File: src/rtl/acc_pkg.sv
// acc_pkg: shared op-code and FSM state types for the accumulator bank
package acc_pkg;
  typedef enum logic [2:0] {NOP, LOAD, LOAD_ALU, INC, STEP, ADD, CLEAR, CLEAR_ALL} acc_op_t;
  typedef enum logic {IDLE, SWEEP} acc_state_t;
endpackage

File: src/rtl/acc_update.sv
// acc_update: next-value and overflow for one accumulator under one op.
//   op       in   operation applied to the selected channel
//   acc      in   current channel value
//   data_in  in   operand for LOAD / ADD
//   alu_out  in   operand for LOAD_ALU
//   acc_d    out  next channel value
//   ovf_d    out  carry out of INC / STEP / ADD
// ACC_SATURATE_EN: clamp to all-ones on overflow instead of wrapping.
module acc_update import acc_pkg::*; #(
  parameter int WORD_SIZE = 16,
  parameter int STRIDE    = 8
) (
  input  acc_op_t              op,
  input  logic [WORD_SIZE-1:0] acc,
  input  logic [WORD_SIZE-1:0] data_in,
  input  logic [WORD_SIZE-1:0] alu_out,
  output logic [WORD_SIZE-1:0] acc_d,
  output logic                 ovf_d
);
  logic                 arith;
  logic [WORD_SIZE-1:0] addend, res;
  logic [WORD_SIZE:0]   sum;
  always_comb begin
    arith  = op inside {INC, STEP, ADD};
    addend = op == INC ? WORD_SIZE'(1) : op == STEP ? WORD_SIZE'(STRIDE) : data_in;
    sum    = {1'b0, acc} + {1'b0, addend};
    ovf_d  = arith & sum[WORD_SIZE];
`ifdef ACC_SATURATE_EN
    res    = sum[WORD_SIZE] ? '1 : sum[WORD_SIZE-1:0];
`else
    res    = sum[WORD_SIZE-1:0];
`endif
    acc_d  = op == LOAD ? data_in : op == LOAD_ALU ? alu_out : op == CLEAR ? '0 : arith ? res : acc;
  end
endmodule

File: src/rtl/acc_bank.sv
// acc_bank: NUM_ACC unsigned accumulators with sticky overflow and clear-all sweep.
//   clk, rst             clock, asynchronous active-low reset
//   cmd_valid/cmd_ready  command handshake
//   cmd_op, cmd_sel      operation and target channel
//   data_in, alu_out     operands
//   rd_sel, data_out     combinational read port
//   ovf                  sticky overflow per channel
//   busy                 clear-all sweep in progress
// ACC_SATURATE_EN (in acc_update): saturating instead of wrapping arithmetic.
module acc_bank import acc_pkg::*; #(
  parameter  int WORD_SIZE = 16,
  parameter  int NUM_ACC   = 4,
  parameter  int STRIDE    = 8,
  localparam int SEL_W     = $clog2(NUM_ACC)
) (
  input  logic                 clk,
  input  logic                 rst,
  input  logic                 cmd_valid,
  output logic                 cmd_ready,
  input  logic [2:0]           cmd_op,
  input  logic [SEL_W-1:0]     cmd_sel,
  input  logic [WORD_SIZE-1:0] data_in,
  input  logic [WORD_SIZE-1:0] alu_out,
  input  logic [SEL_W-1:0]     rd_sel,
  output logic [WORD_SIZE-1:0] data_out,
  output logic [NUM_ACC-1:0]   ovf,
  output logic                 busy
);
  logic [WORD_SIZE-1:0] acc_q [NUM_ACC];
  logic [NUM_ACC-1:0]   ovf_q;
  acc_state_t           state_q;
  logic [SEL_W-1:0]     idx_q;
  logic                 ready_q, busy_q;
  acc_op_t              op;
  logic                 accept, sel_ok, start, last, ovf_d;
  logic [WORD_SIZE-1:0] cur, acc_d;
  assign op        = acc_op_t'(cmd_op);
  assign accept    = cmd_valid & ready_q;
  assign start     = accept && op == CLEAR_ALL;
  assign sel_ok    = 32'(cmd_sel) < NUM_ACC;
  assign last      = 32'(idx_q) == NUM_ACC - 1;
  assign cur       = sel_ok ? acc_q[cmd_sel] : '0;
  assign data_out  = 32'(rd_sel) < NUM_ACC ? acc_q[rd_sel] : '0;
  assign ovf       = ovf_q;
  assign cmd_ready = ready_q;
  assign busy      = busy_q;
  acc_update #(.WORD_SIZE(WORD_SIZE), .STRIDE(STRIDE)) u_update (
    .op(op), .acc(cur), .data_in(data_in), .alu_out(alu_out), .acc_d(acc_d), .ovf_d(ovf_d)
  );
  // ready_q resets low so cmd_ready only rises on the first edge after reset release
  always_ff @(posedge clk or negedge rst) begin
    if (!rst) begin
      for (int i = 0; i < NUM_ACC; i++) acc_q[i] <= '0;
      ovf_q   <= '0;
      state_q <= IDLE;
      idx_q   <= '0;
      ready_q <= 1'b0;
      busy_q  <= 1'b0;
    end else if (state_q == IDLE) begin
      ready_q <= !start;
      busy_q  <= start;
      idx_q   <= '0;
      if (start) state_q <= SWEEP;
      else if (accept && sel_ok) begin
        acc_q[cmd_sel] <= acc_d;
        ovf_q[cmd_sel] <= ovf_d | (ovf_q[cmd_sel] & !(op inside {LOAD, LOAD_ALU, CLEAR}));
      end
    end else begin
      acc_q[idx_q] <= '0;
      ovf_q[idx_q] <= 1'b0;
      idx_q        <= last ? '0 : idx_q + SEL_W'(1);
      state_q      <= last ? IDLE : SWEEP;
      ready_q      <= last;
      busy_q       <= !last;
    end
  end
endmodule

File: config.mk
export PLATFORM = sky130hd
export DESIGN_NAME = acc_bank
export DESIGN_NICKNAME = d
export VERILOG_FILES = /design/src/rtl/acc_pkg.sv /design/src/rtl/acc_update.sv /design/src/rtl/acc_bank.sv
export SDC_FILE = /design/constraint.sdc
export NUM_CORES = 1
export LEC_CHECK = 0
export CAP_MARGIN = 20
export CORE_MARGIN = 3
export CORE_UTILIZATION = 38
export CTS_BUF_LIST = sky130_fd_sc_hd__clkbuf_4 sky130_fd_sc_hd__clkbuf_8
export CTS_CLUSTER_DIAMETER = 30
export DETAILED_ROUTE_END_ITERATION = 6
export SYNTH_ARGS = -nofsm -noshare
export SYNTH_HDL_FRONTEND = slang
export SYNTH_SLANG_ARGS = --single-unit
File: constraint.sdc
create_clock -name clk -period 4.4 [get_ports clk]
set_input_delay 0.88 -clock clk [delete_from_list [all_inputs] [get_ports clk]]
set_output_delay 0.88 -clock clk [all_outputs]
set_load 0.02 [all_outputs]
-- After elaboration in Yosys (flattened, before gate mapping)
Index checks and enable logic that the tools add are counted.
- flip-flop bits (word level): 73
- bits of input ports: 42
- output and inout bits: 22
- $add $sub $neg: 2
- order comparisons: 9
- equal/unequal tests: 9
- mux-type cells: 37
- bitwise logic cells: 11
- reductions and logical operators: 12
- operators with widths (operator ; count):
    $mux W16 ; 12
    $mux W64 ; 3
    $and A64 B64 Y64 ; 1
    $bmux W16 S2 ; 2
    $bwmux W64 ; 1
    $demux W16 S2 ; 2
    $not A64 Y64 ; 1
    $add A16 B16 Y17 ; 1
    $eq A3 B3 Y1 const B ; 4
    $mux W4 ; 3
    $ge A3 B3 Y1 const B ; 3
    $not A2 Y3 ; 3
    $mux W1 ; 8
    $eq A3 B2 Y1 const B ; 2
    $lt A2 B3 Y1 const B ; 2
    $lt A3 B1 Y1 const B ; 2
    $reduce_bool A3 Y1 ; 2
    $logic_and A1 B1 Y1 ; 5
    $and A4 B4 Y4 ; 1
    $bwmux W4 ; 1
    $demux W1 S2 ; 2
    $ge A2 B1 Y1 const B ; 2
    $mux W2 ; 2
    $not A4 Y4 ; 1
    other kinds (10) ; 14

-- Longest topological paths before layout
Gate-level depths: netlist of run 1.
- word-level depth: 13
- mapped depth: 15
- depth with buffers taken out: 12

-- By module
Synthesis of run 1 repeated with hierarchy kept, for this count alone.
- cell total of the unflattened synthesis: 567
- area total of the unflattened synthesis: 5631.7 µm²
- modules (own cells, without submodules) (module ; instances ; cells an instance ; area an instance (µm²) ; sequential area each (µm²)):
    acc_bank ; 1 ; 312 ; 3977.6 ; 1801.7
    acc_update ; 1 ; 255 ; 1654.1 ; 0.0

-- Worst setup path before layout of run 1
Ideal clock, no wire load.
- path type: input-to-reg
- start: input port cmd_op[0]
- end: register ovf_q[0] (netlist: ovf[0])
- library setup time: 0.150 ns
- arrival time: 3.629 ns
- data required time: 4.250 ns
- setup slack: 0.621 ns
- stages on the path: 15
- cells stage by stage: buf_2 -> buf_2 -> buf_2 -> nor2_1 -> a21oi_1 -> clkbuf_1 -> and2_1 -> ha_1 -> buf_2 -> nand2_1 -> o211ai_1 -> a221oi_1 -> a21oi_1 -> a211oi_1 -> o221ai_1
- word-level cells in the longest chain between the ends: 10
- elaborated cells on any way between the ends: 23
- ends and longest elaborated chain (item ; RTL line ; RTL):
    from (decl) ; acc_bank.sv:20 ; input logic [2:0] cmd_op,
    $eq A3 B3 Y1 ; acc_update.sv:24, acc_update.sv:25 ;
    $mux W16 (2 in a row) ; acc_update.sv:25 ; addend = op == INC ? WORD_SIZE'(1) : op == STEP ? WORD_SIZE'(STRIDE) : data_in;
    $add A16 B16 Y17 ; acc_update.sv:26 ; sum = {1'b0, acc} + {1'b0, addend};
    $and A1 B1 Y1 ; acc_update.sv:27 ; ovf_d = arith & sum[WORD_SIZE];
    $or A1 B1 Y1 ; acc_bank.sv:66 ; ovf_q[cmd_sel] <= ovf_d | (ovf_q[cmd_sel] & !(op inside {LOAD, LOAD_ALU, CLEAR}));
    $bwmux W4 ; acc_bank.sv:66 ;
    $mux W4 ; acc_bank.sv:64 ; else if (accept && sel_ok) begin
    $mux W4 ; acc_bank.sv:63 ; if (start) state_q <= SWEEP;
    $mux W4 ; acc_bank.sv:59 ; end else if (state_q == IDLE) begin
    to (signal, indexed assignment) ; acc_bank.sv:66 ;
    to (decl) ; acc_bank.sv:30 ; logic [NUM_ACC-1:0] ovf_q;
Several ways; a longest one is shown, not always the timed one. The select of a mux whose other input is x is not followed.
A chain may end at the register's enable or synchronous reset.

-- Worst setup path in the final report of run 1
- start: input port cmd_sel[0]
- end: register ovf_q[0] (netlist: ovf[0])
- word-level cells in the longest chain between the ends: 11
- elaborated cells on any way between the ends: 19
- ends and longest elaborated chain (item ; RTL line ; RTL):
    from (decl) ; acc_bank.sv:21 ; input logic [SEL_W-1:0] cmd_sel,
    $not A2 Y3 (not written as such) ; acc_bank.sv:42 ; assign cur = sel_ok ? acc_q[cmd_sel] : '0;
    $bmux W16 S2 ; acc_bank.sv:42 ;
    $mux W16 (not written as such) (2 in a row) ; acc_bank.sv:42 ;
    $add A16 B16 Y17 ; acc_update.sv:26 ;
    $and A1 B1 Y1 ; acc_update.sv:27 ;
    $or A1 B1 Y1 ; acc_bank.sv:66 ;
    $bwmux W4 * ; acc_bank.sv:66 ;
    $mux W4 * ; acc_bank.sv:64 ;
    $mux W4 * ; acc_bank.sv:63 ;
    $mux W4 * ; acc_bank.sv:59 ;
Every way passes the cells marked *; elsewhere a longest branch is shown, timed or not. The select of a mux whose other input is x is not followed.

==> impl_metrics.py, run 1 <==
metrics = {
    "outcome": {
        "status": "finished clean",
    },
    "floorplanning": {
        "fp-row-count": 44,
        "die_h_um": 129,
        "dieArea_um2": 16500,
        "ios": 64,
        "start_util": 0.391,
        "die_w_um": 129,
        "coreArea_um2": 14600,
    },
    "logic_synthesis": {
        "synthTopCellsByCount": "nand2_1, dfrtp_1, nand3_1",
        "yosysWarnings": 0,
        "ys_async_sr_fraction": 1.00,
        "yosysTopAreaCell": "dfrtp_1",
        "synth.most_common_cell": "nand2_1",
        "synth_area_um2": 5710,
        "synth_top_area_share": 0.316,
        "synthFlopType": "dfrtp_1",
        "synth-seq-cells": 72,
        "syn-num-nets": 694,
        "syn_inst": 631,
        "synth_area_leaders": "dfrtp_1, mux4_2, nand2_1",
        "yosysSeqAreaShare": 0.316,
        "avgSynthCellArea_um2": 9.05,
        "synth-edff-count": 0,
        "ys_types": 62,
    },
    "global_route": {
        "antenna_found_initial": 0,
        "grt_max_degree": 42,
        "grt_util_met1": 0.337,
        "grt_pass1_vias": 5796,
        "top_usage_layer": "met2",
        "grt_pass1_wl_mm": 31.6,
        "grt_use_met2": 0.395,
        "grtUsageTotal": 0.246,
        "overflow": 0,
        "use_met3": 0.0382,
    },
    "cts": {
        "post_cts_buffers": 0,
        "clock-sinks": 72,
        "cts_hold_buf": 0,
        "clockBufferDepth": 2,
        "cts.repair.resized": 0,
        "cts_buffers": 9,
        "cts-root-buf": "clkbuf_8",
        "cts_htree_levels": 3,
        "cts_tree": "built",
        "clkLatencyLatePin_ns": 0.37,
        "cts.clk_slew.worst_paths_ns": 0.08,
    },
    "finish": {
        "final_util": 0.471,
        "layout-drive-gt1-share": 0.140,
        "nets": 764,
        "diodes": 0,
        "design_area_um2": 6880,
        "area_delta_synth_final_pct": 20.5,
    },
    "critical_path": {
        "startpoint": "cmd_sel[0]",
        "worst-setup-path-type": "input port to flip-flop",
        "ff2ff_path_depth": 9,
        "r2r_start": "acc_q[34]",
        "crit_path_start_kind": "input port",
        "end_kind": "flip-flop",
        "worst-r2r-setup-slack_ns": 1.15,
        "critPathRequiredTime_ns": 4.62,
        "path_max_fanout": 13,
        "cp.arrival_ns": 4.37,
        "timing.rr.end": "ovf[0]",
    },
    "min_path": {
        "hold_class": "flip-flop to flip-flop",
        "worstHoldPathCells": 1,
        "min_from": "idx_q[0]",
        "hold_end": "idx_q[0]",
    },
    "power": {
        "pwr-share-clk": 0.160,
        "power_frac_seq": 0.301,
        "power.share.combinational": 0.538,
        "p_switching_mw": 1.55,
        "p_int_mw": 2.15,
        "sw_frac_of_total": 0.419,
        "power.density_nw_per_um2": 538,
        "leakage_nw": 3.15,
        "vdd_ir_drop_max_uv": 346,
    },
    "sta": {
        "slew_headroom": 0.454,
        "slew_viol_final": 0,
        "tightest_slew_ns": 0.816,
        "fmax_mhz": 241,
        "skew_ns": 0.0114,
        "setup_viol": 0,
        "fin_crit_sh": 0.944,
        "finalHoldViolCount": 0,
        "min_period_ns": 4.15,
        "rsz0062_at_grt": "false",
        "hold-worst-slack_ns": 0.504,
    },
    "placed_design": {
        "place.gp.congestion": 0.963,
        "port_buffers": 63,
        "dp_hpwl_mm": 14.5,
        "detailed_place.area_um2": 6660,
    },
    "routing": {
        "avgRoutedWirePerCell_um": 22.5,
        "ant_nets": 0,
        "wl_mm": 20.0,
        "vias": 5520,
        "drt_iter0_drc": 520,
        "drc": 0,
        "viasPerCell": 6.20,
        "drtPass1Iterations": 5,
    },
    "run": {
        "cap_violations": 0,
    },
}
[critical path, cell delays in order]
cell and delay [ns]:
clkdlybuf4s50_1 0.51, buf_12 0.17, buf_4 0.22, mux4_1 0.67, ha_1 0.36, a21oi_1 0.18, o211ai_1 0.11, a221oi_1 0.38
a21oi_1 0.12, a211oi_1 0.43, buf_4 0.22, o221ai_1 0.11
[placed cells by master, fill, tap and decap left out, types with 3 or more instances in the layout]
cell and instances:
a21o_1 27, a311o_1 3, a31oi_1 5, o221ai_1 8, clkdlybuf4s50_1 62, nand2b_1 7
mux2i_1 4, and2_1 17, a221o_1 4, a21oi_1 32, nor3_1 15, inv_1 16
a31o_2 4, a211oi_1 5, o21ai_0 46, and3_1 31, nand3_1 61, nor2_1 22
o311ai_0 4, o21a_1 6, nand2_1 85, ha_1 20, dfrtp_1 72, o211ai_1 7
nor2b_1 4, clkbuf_8 10, mux4_1 7, o31ai_1 3, buf_4 43, o22ai_1 3
clkinv_2 3, o2111ai_1 3, mux4_2 28
[state kept, by name, indices dropped and copies added (netlist names)]
signal	flops
acc_q	64
ovf	4
idx_q	2
busy	1
cmd_ready	1
[per-layer routing]
metal  up-vias  wire [um]
li1       2516          -
met1      2747       8750
met2       218       9250
met3        39       1540
met4         0        453
met5         -          0
[area by class of cell]
| class | count | area [um2] |
|---|---|---|
| repair buffers | 107 | 968 |
| inverters | 17 | 63.8 |
| fillers | 1369 | 7710 |
| clock buffers | 10 | 138 |
| clock inverters | 6 | 82.6 |
| multi-input cells | 494 | 3590 |
| well taps | 184 | 230 |
| flip-flops and latches | 72 | 1800 |
[power by group through the flow]
stage	combinational, mW	sequential, mW	clock (mW)
floorplan	1.28	1.07	0
global placement	1.92	1.09	0
detailed placement	1.96	1.12	0
CTS	1.97	1.11	0.600
global route	2.16	1.15	0.626
finish	1.99	1.11	0.593
[logic make-up after synthesis]
kind of cell / count (synthesis) / share of synthesized area
multiplexers: 40 / 0.152
adder cells (fa/ha/maj): 21 / 0.0473
AO/OA/AOI/OAI: 177 / 0.210
buffers and inverters: 65 / 0.0550
XOR/XNOR: 4 / 0.00614
AND/OR/NAND/NOR: 252 / 0.214
flip-flops: 72 / 0.316
[how the worst max path moves through the flow]
| stage | slack (ns) | to | cells after the start |
|---|---|---|---|
| after floorplan | 0.62 | ovf[0] | 15 |
| after global placement | -0.08 | ovf[0] | 12 |
| after CTS | 0.24 | ovf[0] | 12 |
| after global routing | 0.005 | ovf[0] | 12 |
| final | 0.25 | ovf[0] | 12 |
| after detailed placement | -0.14 | ovf[0] | 12 |
[through the flow]
stage          setup WS, ns  TNS (ns)  std cells  power [mW]
5_1_grt             0.00549         0        890        3.94
4_1_cts               0.239         0        890        3.68
2_1_floorplan         0.621         0        631        2.34
6_report              0.246         0        890        3.70
3_3_place_gp        -0.0806    -0.384        874        3.02
3_5_place_dp         -0.139    -0.846        874        3.08
Note: power is estimated with default switching activity, not from simulation.
==> run 2: changes to the inputs <==
--- a/config.mk
+++ b/config.mk
@@ -11,6 +11,9 @@
 export CTS_BUF_LIST = sky130_fd_sc_hd__clkbuf_4 sky130_fd_sc_hd__clkbuf_8
 export CTS_CLUSTER_DIAMETER = 30
 export DETAILED_ROUTE_END_ITERATION = 6
+export GPL_TIMING_DRIVEN = 0
+export SKIP_CTS_REPAIR_TIMING = 1
+export SKIP_LAST_GASP = 1
 export SYNTH_ARGS = -nofsm -noshare
 export SYNTH_HDL_FRONTEND = slang
 export SYNTH_SLANG_ARGS = --single-unit
==> run 2 against run 1 <==
Clock-buffer cell count unchanged; largest power group unchanged; first-iteration DRC count up 40%; core utilization down 0.39 points; sequential share of layout area up 0.22 points; cell count stayed put; final area shrank 0.82%.
==> impl_metrics.py, run 2 (synthesized netlist as in run 1, its figures left out) <==
metrics = {
    "outcome": {
        "status": "finished clean",
    },
    "sta": {
        "rsz0062_at_grt": "false",
        "setup_viol": 0,
        "min_period_ns": 4.24,
        "fmax_mhz": 236,
        "slew_viol_final": 0,
        "layout_setup_ws_ns": 0.156,
        "fin_crit_sh": 0.965,
        "skew_ns": 0.0148,
        "finalHoldViolCount": 0,
        "tightest_slew_ns": 0.954,
        "slew_headroom": 0.364,
    },
    "cts": {
        "clkLatencyLatePin_ns": 0.37,
        "cts_htree_levels": 3,
        "clockBufferDepth": 2,
        "cts.clk_slew.worst_paths_ns": 0.08,
        "cts-root-buf": "clkbuf_8",
        "cts_tree": "built",
        "clock-sinks": 72,
        "cts_buffers": 9,
    },
    "finish": {
        "ff_latch_area_um2": 1800,
        "area_delta_synth_final_pct": 19.5,
        "nets": 764,
        "diodes": 0,
        "final_cell_mix": "nand2_1, dfrtp_1, nand3_1, clkdlybuf4s50_1, o21ai_0",
        "multi_input_area_um2": 3650,
        "largest-register": "acc_q",
        "largest_reg_flops": 64,
        "layout_commonest_cell": "nand2_1",
        "fillers": 1413,
        "layout-drive-gt1-share": 0.137,
    },
    "global_route": {
        "grt_pass1_vias": 5377,
        "grt_pass1_wl_mm": 30.6,
        "grtUsageTotal": 0.242,
        "antenna_found_initial": 0,
        "grt_max_degree": 73,
        "overflow": 0,
    },
    "routing": {
        "wl_mm": 20.3,
        "drc": 0,
        "ant_nets": 0,
        "avgRoutedWirePerCell_um": 22.9,
        "drtPass1Iterations": 5,
        "viasPerCell": 6.37,
        "vias": 5669,
        "drt_iter0_drc": 726,
    },
    "floorplanning": {
        "die_w_um": 129,
        "dieArea_um2": 16500,
        "start_util": 0.391,
        "coreArea_um2": 14600,
        "fp-row-count": 44,
        "ios": 64,
        "die_h_um": 129,
    },
    "critical_path": {
        "end_kind": "flip-flop",
        "worst-path-buf-inv": 4,
        "cp.arrival_ns": 4.47,
        "cp_top_family": "compound AO/OA/AOI/OAI gates",
        "crit_chain": "clkdlybuf4s50_1 -> buf_4 -> clkbuf_4 -> nor2_1 -> a21oi_4 -> buf_4 -> and2_1 -> ha_1 -> a21oi_1 -> o211ai_1 -> a221oi_2 -> a21oi_1 -> a211oi_4 -> o221ai_1",
        "crit_path_start_kind": "input port",
        "critPathSlowestCell": "clkdlybuf4s50_1",
        "worst-setup-path-type": "input port to flip-flop",
        "path_max_fanout": 10,
        "cpPeakStageDelay_ns": 0.56,
        "critPathRequiredTime_ns": 4.62,
    },
    "power": {
        "power_mw": 3.64,
        "leakage_nw": 3.10,
        "power.density_nw_per_um2": 534,
        "vdd_ir_drop_max_uv": 386,
    },
    "placed_design": {
        "port_buffers": 58,
        "pre_cts_ws_ns": -1.61,
        "dp_hpwl_mm": 14.9,
        "place.gp.congestion": 0.959,
    },
    "run": {
        "cap_violations": 0,
    },
    "min_path": {
        "hold_class": "flip-flop to flip-flop",
    },
}
run 2: changes by cell type in the layout (fill, tap and decap cells not counted), sizes merged:
cell | before | now
buf | 45 | 31
clkbuf | 10 | 29
clkdlybuf4s50 | 62 | 57
clkinv | 4 | 5
clkinvlp | 1 | 0
run 2: layer usage:
metal | GRT usage | share of wire | vias to the layer above
met5 | 0 | 0 | -
met1 | 0.342 | 0.43 | 2836
met4 | 0.0760 | 0.017 | 0
met2 | 0.386 | 0.47 | 288
met3 | 0.0357 | 0.077 | 31
li1 | - | - | 2514
run 2: worst reg2reg max path, stage by stage (launching register included):
cell       delay, ns
dfrtp_1         0.40
mux4_1          0.60
ha_1            0.43
a21o_1          0.25
a31o_2          0.27
o2111ai_1       0.28
a21oi_1         0.11
nor3_1          0.59
a21o_1          0.21
run 2: area by class of cell:
cell class	count	area share
Sequential cell	72	0.264
Tap cell	184	0.0338
Clock buffer	10	0.0193
Buffer	47	0.0383
Multi-Input combinational cell	494	0.536
Inverter	17	0.00936
Clock inverter	6	0.0123
Timing Repair Buffer	60	0.0870
run 2: report_power, final:
group | switching (mW) | leakage, nW | internal (mW)
Combinational | 1.10 | 2.03 | 0.852
Clock | 0.256 | 0.113 | 0.323
Sequential | 0.191 | 0.958 | 0.918
Total | 1.55 | 3.10 | 2.09
run 2: worst paths after layout:
| kind | start | end | slack (ns) | cells past startpoint |
|---|---|---|---|---|
| max | cmd_op[2] | ovf[1] | 0.16 | 14 |
| min | idx_q[0] | idx_q[0] | 0.51 | 1 |
| max reg2reg | acc_q[36] | acc_q[43] | 1.19 | 8 |
| min reg2reg | idx_q[0] | idx_q[0] | 0.51 | 1 |
| max in group asynchronous | rst | acc_q[27] | 3.12 | 1 |
| min in group asynchronous | rst | acc_q[52] | 0.63 | 1 |
run 2: stage by stage:
stage	std cells	TNS, ns	area, um2	hold slack [ns]	utilization
6_report	890	0	6820	0.511	0.467
5_1_grt	890	0	6820	0.566	0.467
4_1_cts	889	-41.03	6730	0.524	0.461
3_5_place_dp	873	-64.34	6520	0.508	0.447
3_3_place_gp	873	-68.26	6520	0.480	0.447
2_1_floorplan	631	0	5710	0.463	-
==> run 3: changes to the inputs <==
--- a/config.mk
+++ b/config.mk
@@ -9,7 +9,7 @@
 export CORE_MARGIN = 3
 export CORE_UTILIZATION = 38
 export CTS_BUF_LIST = sky130_fd_sc_hd__clkbuf_4 sky130_fd_sc_hd__clkbuf_8
-export CTS_CLUSTER_DIAMETER = 30
+export CTS_CLUSTER_DIAMETER = 60
 export DETAILED_ROUTE_END_ITERATION = 6
 export GPL_TIMING_DRIVEN = 0
 export SKIP_CTS_REPAIR_TIMING = 1
==> constraint.sdc (replaced) <==
create_clock -name clk -period 3.45 [get_ports clk]
set_input_delay 0.69 -clock clk [delete_from_list [all_inputs] [get_ports clk]]
set_output_delay 0.69 -clock clk [all_outputs]
set_load 0.02 [all_outputs]
==> run 3 against run 2 <==
Power is 28% higher; sequential share of layout area is 0.48 points lower; final area is 1.9% higher; critical endpoint is now ovf[3]; clock skew hardly changed; clock-buffer cell count is 3 higher; via count is 0.41% lower; worst hold slack worse by 0.053 ns; critical path depth is 2 higher; clock power is 21% higher; core utilization is 0.87 points higher; die area stayed put; sequential power is 28% higher.
==> impl_metrics.py, run 3 (synthesized netlist as in run 1, its figures left out) <==
metrics = {
    "global_route": {
        "grt_max_degree": 73,
        "grt_util_met1": 0.348,
        "antenna_found_initial": 0,
        "use_met3": 0.0444,
        "grt_use_met2": 0.381,
        "top_usage_layer": "met2",
        "grt_pass1_vias": 5246,
        "grtUsageTotal": 0.242,
        "grt_pass1_wl_mm": 30.7,
        "overflow": 0,
    },
    "finish": {
        "diodes": 0,
        "area_delta_synth_final_pct": 21.7,
        "ff_latch_area_um2": 1800,
        "final_cell_mix": "nand2_1, dfrtp_1, nand3_1, clkdlybuf4s50_1, o21ai_0",
        "layout-drive-gt1-share": 0.165,
        "largest_reg_flops": 64,
        "layout_commonest_cell": "nand2_1",
        "multi_input_area_um2": 3720,
        "fillers": 1347,
        "nets": 768,
        "largest-register": "acc_q",
        "design_area_um2": 6950,
        "fin_cells": 894,
        "final_util": 0.476,
    },
    "floorplanning": {
        "fp-row-count": 44,
        "coreArea_um2": 14600,
        "die_w_um": 129,
        "die_h_um": 129,
        "dieArea_um2": 16500,
        "ios": 64,
        "start_util": 0.391,
    },
    "cts": {
        "cts.clk_slew.worst_paths_ns": 0.08,
        "clock-sinks": 72,
        "cts_tree": "built",
        "cts_buffers": 9,
        "cts_htree_levels": 3,
        "cts-root-buf": "clkbuf_8",
        "clockBufferDepth": 2,
        "clkLatencyLatePin_ns": 0.36,
    },
    "critical_path": {
        "cp_common_cell": "buf_6",
        "cpPeakStageDelay_ns": 0.40,
        "critPathSlowestCell": "a221oi_2",
        "worst-path-buf-inv": 6,
        "path_max_fanout": 10,
        "cp_top_family": "compound AO/OA/AOI/OAI gates",
        "worst-setup-path-type": "input port to flip-flop",
        "crit_path_start_kind": "input port",
        "end_kind": "flip-flop",
        "cp.arrival_ns": 3.62,
        "crit_chain": "dlymetal6s2s_1 -> buf_6 -> buf_8 -> nor2_4 -> a21oi_4 -> buf_6 -> and2_1 -> ha_1 -> buf_2 -> nand2_1 -> o211ai_1 -> a221oi_2 -> a21oi_2 -> a211oi_4 -> buf_4 -> o221ai_1",
        "critPathRequiredTime_ns": 3.68,
    },
    "sta": {
        "hold-worst-slack_ns": 0.458,
        "slew_viol_final": 0,
        "tightest_slew_ns": 0.929,
        "min_period_ns": 3.39,
        "layout_setup_ws_ns": 0.0590,
        "slew_headroom": 0.381,
        "rsz0062_at_grt": "true",
        "setup_viol": 0,
        "skew_ns": 0.0143,
        "finalHoldViolCount": 0,
        "setup_tns_ns": 0,
        "fmax_mhz": 295,
        "fin_crit_sh": 0.983,
    },
    "routing": {
        "vias": 5646,
        "drtPass1Iterations": 5,
        "drc": 0,
        "avgRoutedWirePerCell_um": 22.8,
        "wl_mm": 20.4,
        "drt_iter0_drc": 645,
        "ant_nets": 0,
        "viasPerCell": 6.32,
    },
    "placed_design": {
        "port_buffers": 58,
        "place_inst": 873,
        "dp_hpwl_mm": 14.8,
        "detailed_place.area_um2": 6530,
        "pre_cts_ws_ns": -1.87,
        "place.gp.congestion": 0.964,
    },
    "run": {
        "cap_violations": 0,
    },
    "outcome": {
        "status": "finished clean",
    },
    "power": {
        "leakage_nw": 3.15,
        "power_mw": 4.65,
        "power.density_nw_per_um2": 669,
        "vdd_ir_drop_max_uv": 405,
    },
    "min_path": {
        "hold_class": "input port to asynchronous set/reset pin",
    },
}
==> run 3: final timing paths <==
kind                             endpoint  slack [ns]       from  cells past startpoint
max in group asynchronous       acc_q[41]        2.37        rst                      1
worst max register to register  acc_q[31]        0.34  acc_q[36]                      8
worst min register to register   idx_q[0]        0.50   idx_q[0]                      1
worst max-delay path               ovf[3]        0.06  cmd_op[1]                     16
worst min-delay path            acc_q[52]        0.46        rst                      1
min in group clk                 idx_q[0]        0.50   idx_q[0]                      1
==> run 3: metal layers <==
layer / vias to the layer above / part of all wire
met5: - / 0
met4: 0 / 0.020
met3: 33 / 0.083
met2: 279 / 0.47
met1: 2824 / 0.43
li1: 2510 / -
==> run 3: worst register-to-register path, cell delays in order (launching register included) <==
cell       delay (ns)
dfrtp_1          0.40
mux4_1           0.61
ha_2             0.38
a21o_1           0.24
a31o_2           0.27
o2111ai_1        0.29
a31oi_1          0.19
a311oi_4         0.49
a21o_1           0.19
==> run 3: area by class of cell <==
type | count | area share
plain buffers | 47 | 0.0443
clock buffers | 13 | 0.0240
clock inverters | 3 | 0.00576
inverters | 17 | 0.00919
multi-input cells | 494 | 0.535
flip-flops and latches | 72 | 0.259
well taps | 184 | 0.0331
repair buffers | 64 | 0.0893
==> run 3: report_power, final <==
group | internal, mW | leakage [nW] | switching, mW
Clock | 0.388 | 0.110 | 0.313
Sequential | 1.17 | 0.958 | 0.245
Combinational | 1.11 | 2.08 | 1.43
